[src/rtl/wave_trig_capture.sv]
// wave_trig_capture: pre/post-trigger waveform capture into a 2^AW-entry ring buffer.
// Define WAVE_TRIG_AUTO_EN to force a trigger after AUTO_TMO samples spent waiting.
module wave_trig_capture #(
    parameter int          DT_W     = 8,
    parameter int          AW       = 8,
    parameter logic [31:0] AUTO_TMO = 32'd1_000_000
) (
    input  logic            clk,
    input  logic            rst,
    input  logic [DT_W-1:0] sample_in,
    input  logic            sample_vld,
    input  logic            arm,
    input  logic [DT_W-1:0] trig_level,
    input  logic            trig_edge,
    input  logic [AW-1:0]   pre_len,
    input  logic [AW-1:0]   rd_addr,
    output logic [DT_W-1:0] rd_data,
    output logic            busy,
    output logic            done,
    output logic            auto_trig
);
    localparam int DEPTH = 1 << AW;

    typedef enum logic [2:0] {IDLE, PREFILL, WAIT_TRIG, POSTFILL, DONE} state_t;

    state_t          state_q, state_d;
    logic [AW-1:0]   wr_ptr_q, wr_ptr_d, pre_q, pre_d, trig_ptr_q, trig_ptr_d;
    logic [AW:0]     cnt_q, cnt_d, post_need;
    logic [DT_W-1:0] prev_q, prev_d, rd_data_q;
    logic            prev_vld_q, prev_vld_d, auto_q, auto_d;
    logic            acc, hit, fire, tmo_hit;
    logic [DT_W-1:0] mem [DEPTH];

`ifdef WAVE_TRIG_AUTO_EN
    logic [31:0] tmo_q, tmo_d;
    assign tmo_hit = (tmo_q + 32'd1 == AUTO_TMO);
`else
    assign tmo_hit = 1'b0;
`endif

    assign busy      = state_q inside {PREFILL, WAIT_TRIG, POSTFILL};
    assign done      = state_q == DONE;
    assign auto_trig = auto_q;
    assign rd_data   = rd_data_q;
    assign acc       = busy && sample_vld;
    assign post_need = (AW+1)'(DEPTH) - {1'b0, pre_q};
    assign hit       = prev_vld_q && (trig_edge ? (prev_q >= trig_level && sample_in < trig_level)
                                                : (prev_q < trig_level && sample_in >= trig_level));
    assign fire      = state_q == WAIT_TRIG && acc && (hit || tmo_hit);

    always_comb begin
        state_d    = state_q;
        wr_ptr_d   = acc ? wr_ptr_q + 1'b1 : wr_ptr_q;
        pre_d      = pre_q;
        trig_ptr_d = trig_ptr_q;
        cnt_d      = cnt_q;
        prev_d     = acc ? sample_in : prev_q;
        prev_vld_d = prev_vld_q | acc;
        auto_d     = auto_q;
`ifdef WAVE_TRIG_AUTO_EN
        tmo_d      = (state_q == WAIT_TRIG && acc) ? tmo_q + 32'd1 : tmo_q;
`endif
        if (arm && !busy) begin
            // pre_len is AW bits wide, so it can never exceed DEPTH-1
            state_d    = PREFILL;
            pre_d      = pre_len;
            wr_ptr_d   = '0;
            cnt_d      = '0;
            prev_vld_d = 1'b0;
            auto_d     = 1'b0;
`ifdef WAVE_TRIG_AUTO_EN
            tmo_d      = '0;
`endif
        end else begin
            case (state_q)
                PREFILL: begin
                    if (pre_q == '0) begin
                        state_d = WAIT_TRIG;
                    end else if (acc) begin
                        cnt_d   = (cnt_q + 1'b1 == {1'b0, pre_q}) ? '0 : cnt_q + 1'b1;
                        state_d = (cnt_q + 1'b1 == {1'b0, pre_q}) ? WAIT_TRIG : PREFILL;
                    end
                end
                WAIT_TRIG: begin
                    if (fire) begin
                        trig_ptr_d = wr_ptr_q;
                        cnt_d      = (AW+1)'(1);
                        auto_d     = tmo_hit && !hit;
                        state_d    = (post_need == (AW+1)'(1)) ? DONE : POSTFILL;
                    end
                end
                POSTFILL: begin
                    if (acc) begin
                        cnt_d   = cnt_q + 1'b1;
                        state_d = (cnt_q + 1'b1 == post_need) ? DONE : POSTFILL;
                    end
                end
                default: ;
            endcase
        end
    end

    always_ff @(posedge clk or posedge rst) begin
        if (rst) begin
            state_q    <= IDLE;
            wr_ptr_q   <= '0;
            pre_q      <= '0;
            trig_ptr_q <= '0;
            cnt_q      <= '0;
            prev_q     <= '0;
            prev_vld_q <= 1'b0;
            auto_q     <= 1'b0;
            rd_data_q  <= '0;
`ifdef WAVE_TRIG_AUTO_EN
            tmo_q      <= '0;
`endif
        end else begin
            state_q    <= state_d;
            wr_ptr_q   <= wr_ptr_d;
            pre_q      <= pre_d;
            trig_ptr_q <= trig_ptr_d;
            cnt_q      <= cnt_d;
            prev_q     <= prev_d;
            prev_vld_q <= prev_vld_d;
            auto_q     <= auto_d;
            rd_data_q  <= mem[trig_ptr_q - pre_q + rd_addr];
`ifdef WAVE_TRIG_AUTO_EN
            tmo_q      <= tmo_d;
`endif
        end
    end

    // buffer contents survive reset
    always_ff @(posedge clk) begin
        if (acc) mem[wr_ptr_q] <= sample_in;
    end
endmodule

[config.mk]
export PLATFORM = sky130hd
export DESIGN_NAME = wave_trig_capture
export DESIGN_NICKNAME = d
export VERILOG_FILES = /design/src/rtl/wave_trig_capture.sv
export SDC_FILE = /design/constraint.sdc
export NUM_CORES = 2
export LEC_CHECK = 0
export ABC_AREA = 1
export CORE_MARGIN = 2
export CORE_UTILIZATION = 36
export DETAILED_ROUTE_END_ITERATION = 10
export PLACE_DENSITY = 0.46
export SYNTH_ARGS = -nofsm -noshare
export SYNTH_HDL_FRONTEND = slang
export SYNTH_SLANG_ARGS = --single-unit
[constraint.sdc]
create_clock -name clk -period 3.6 [get_ports clk]
set_input_delay 0.36 -clock clk [delete_from_list [all_inputs] [get_ports clk]]
set_output_delay 0.36 -clock clk [all_outputs]
set_load 0.02 [all_outputs]
==> flow_summary_export.csv <==
group,metric,value,unit
global_routing,grt_pass1_vias,60500,
timing,setup_viol,8,
yosys,synth.most_common_cell,"edfxtp_1",
yosys,synth_cell_types,45,
clocking,cts_made_buffers,223,
timing,max_slew_margin,35.0,%
drt,drt_wl_total,292,mm
die,rows,182,
layout,nets,8727,
yosys,yosys_warnings,0,
timing,setup_ws,-0.124,ns
yosys,seq_area_frac_synth,70.4,%
die,io_pins,48,
global_routing,antenna_found_initial,13,
critical_path,reg2reg_from,"pre_q[0]",
flow_run,drv_cap,0,
placed_design,post-place-ws,-1.11,ns
layout,postLayoutCellArea,0.106,sq mm
global_routing,grt_max_degree,141,
drt,firstDrtPassIters,7,
die,die_h,502,um
drt,drt_iter0_drc,6393,
critical_path,start_kind,"register",
critical_path,critPathLaunch,"pre_q[0]",
clocking,clk_latency,0.88,ns
placed_design,dp_hpwl,178,mm
timing,fmax,268,MHz
global_routing,grt_pass1_wl,425,mm
yosys,synthTopCellsByCount,"edfxtp_1 (2048), nand2_1 (1969), nor2_1 (1631), nand3_1 (726), o21ai_0 (687)",
die,design.die.area,0.252,sq mm
timing,finalCriticalPeriod,3.72,ns
critical_path,reg2reg_to,"rd_data[6]",
drt,vias,61500,
yosys,synthTopCellsByArea,"edfxtp_1 (69%), nand2_1 (8.3%), nor2_1 (6.9%)",
yosys,synthArstFlopShare,2.52,%
hold_path,holdPathStages,3,
timing,max_slew.worst_pin.slew,0.974,ns
die,die_w,502,um
drt,wire_per_inst,24.0,um
yosys,avgSynthCellArea,10.9,sq um
timing,slew_viol_final,0,
die,start_util,36.2,%
critical_path,r2r_cells,19,
timing,skew,0.0606,ns
drt,ant_nets,0,
yosys,yosysTopAreaCell,"edfxtp_1",
placed_design,placed_cell_area,0.0977,sq mm
hold_path,min_path_type,"in2reg",
yosys,ys_seq_elements,2101,
timing,rsz0062_at_grt,"yes",
placed_design,numPortBuffers,46,
clocking,clkTransAtPathRegs,0.07,ns
placed_design,gp_congestion,0.882,
critical_path,worst-setup-path-type,"reg2reg",
die,core_area,0.246,sq mm
outcome,violations,"setup timing",
yosys,syn_inst,8196,
global_routing,grt_overflow_total,0,
yosys,synth_flop_cell,"edfxtp_1",
yosys,syn_area,0.0892,sq mm
yosys,synth_nets,8271,
yosys,synth-edff-count,2048,
clocking,htree_levels,4,
clocking,clock_sinks,2101,
layout,drive_above_1_share,13.3,%
critical_path,crit_path_end,"rd_data[6]",
clocking,cts-root-buf,"clkbuf_16",
outcome,status,"finished, violations left",
clocking,cts_buffer_depth,3,
timing,finalCritPeriodShare,103,%
critical_path,crit_fanout,18,
critical_path,r2r_setup_slack,-0.12,ns
drt,drcViolationCount,0,
global_routing,grt_usage,23.0,%
critical_path,endpoint_kind,"register",
layout,syn2layout_area_growth,19.3,%
critical_path,critPathArrivalTime,4.50,ns
critical_path,crit_required,4.37,ns
yosys,synth_top_area_share,69.0,%
drt,via_per_inst,5.06,
clocking,cts_tree,"yes",
timing,hold_violations,0,
through the flow:
stage	instances	hold WS (ns)	setup TNS, ns	utilization [%]
finish	12200	0.0820	-0.755	43.2
global route	12200	0.0672	-1.80	43.2
CTS	12100	0.00445	-1.04	43.1
detailed placement	11700	0.464	-7.46	39.7
global placement	11700	0.461	-7.91	39.7
floorplan	8196	0.446	0	-
worst min-delay path by stage:
stage | startpoint | endpoint | slack [ns]
after detailed placement | prev_q[1] | prev_q[1] | 0.46
after global routing | pre_len[1] | pre_q[1] | 0.07
after global placement | prev_q[1] | prev_q[1] | 0.46
after CTS | pre_len[0] | pre_q[0] | 0.004
after floorplan | prev_q[1] | prev_q[1] | 0.45
final | pre_len[0] | pre_q[0] | 0.08
worst max-delay path, stage by stage (launching register included):
cell and delay (ns):
dfrtp_1 0.42, ha_1 0.30, inv_1 0.06, ha_4 0.16, fa_4 0.87, buf_16 0.19
inv_16 0.11, buf_12 0.18, buf_12 0.17, nand3_1 0.08, nand3_1 0.15, nand2_1 0.09
nand2_1 0.05, nand3_1 0.14, buf_4 0.17, nand3_2 0.14, nand3_1 0.12, nand2_1 0.06
nand2_1 0.05, nand2_1 0.06
state kept, by name, indices dropped and copies added (netlist names):
| register | count |
|---|---|
| rd_data | 8 |
| mem | 2048 |
| state_q | 3 |
| cnt_q | 9 |
| wr_ptr_q | 8 |
| pre_q | 8 |
| trig_ptr_q | 8 |
| prev_q | 8 |
| prev_vld_q | 1 |
area by class of cell:
class                   instances  area [sq um]
multi-input cells            5303         23500
clock buffers                 274          5860
well taps                    3312          4140
repair buffers                719          7810
fillers                     23400        140000
diodes                          7          17.5
flip-flops and latches       2101         62800
inverters                     304          1180
clock inverters               136          1090
cell usage in the layout, fill, tap and decap left out, drive strengths merged, types with 26 or more instances in the layout:
cell,instances
a21oi,26
buf,665
clkbuf,278
clkdlybuf4s50,38
clkinv,108
dfrtp,53
edfxtp,2048
ha,31
inv,308
nand2,1972
nand3,730
nor2,1635
o211ai,40
o21ai,773
or2,48
kinds of logic after synthesis:
kind of cell,count (synthesis),share of synthesized area (%)
AOI/OAI and AO/OA,842,4.87
xor gates and xnor gates,9,0.122
adders and majority gates,38,0.592
buffers and inverters,792,4.08
DFF,2101,70.4
other,1,0.00420
and+or+nand+nor,4413,19.9
metal layers:
| layer | GRT usage [%] | share of wire, % | up-vias |
|---|---|---|---|
| li1 | - | - | 28800 |
| met1 | 32.4 | 45 | 30500 |
| met2 | 36.7 | 47 | 1716 |
| met3 | 3.52 | 5.7 | 350 |
| met4 | 6.88 | 2.8 | 0 |
| met5 | 0 | 0 | - |
what timing repair did:
item	CTS	global route
gates cloned	15	4
pin swaps	29	6
hold buffers	8	0
endpoints found under the hold margin	175	0
buffers inserted	24	2
resized for setup	166	20
setup endpoints to repair	8	8
Power is left out: the tool's default activity adds up to more than one toggle a clock period on the data nets, which glitch-free logic cannot reach.
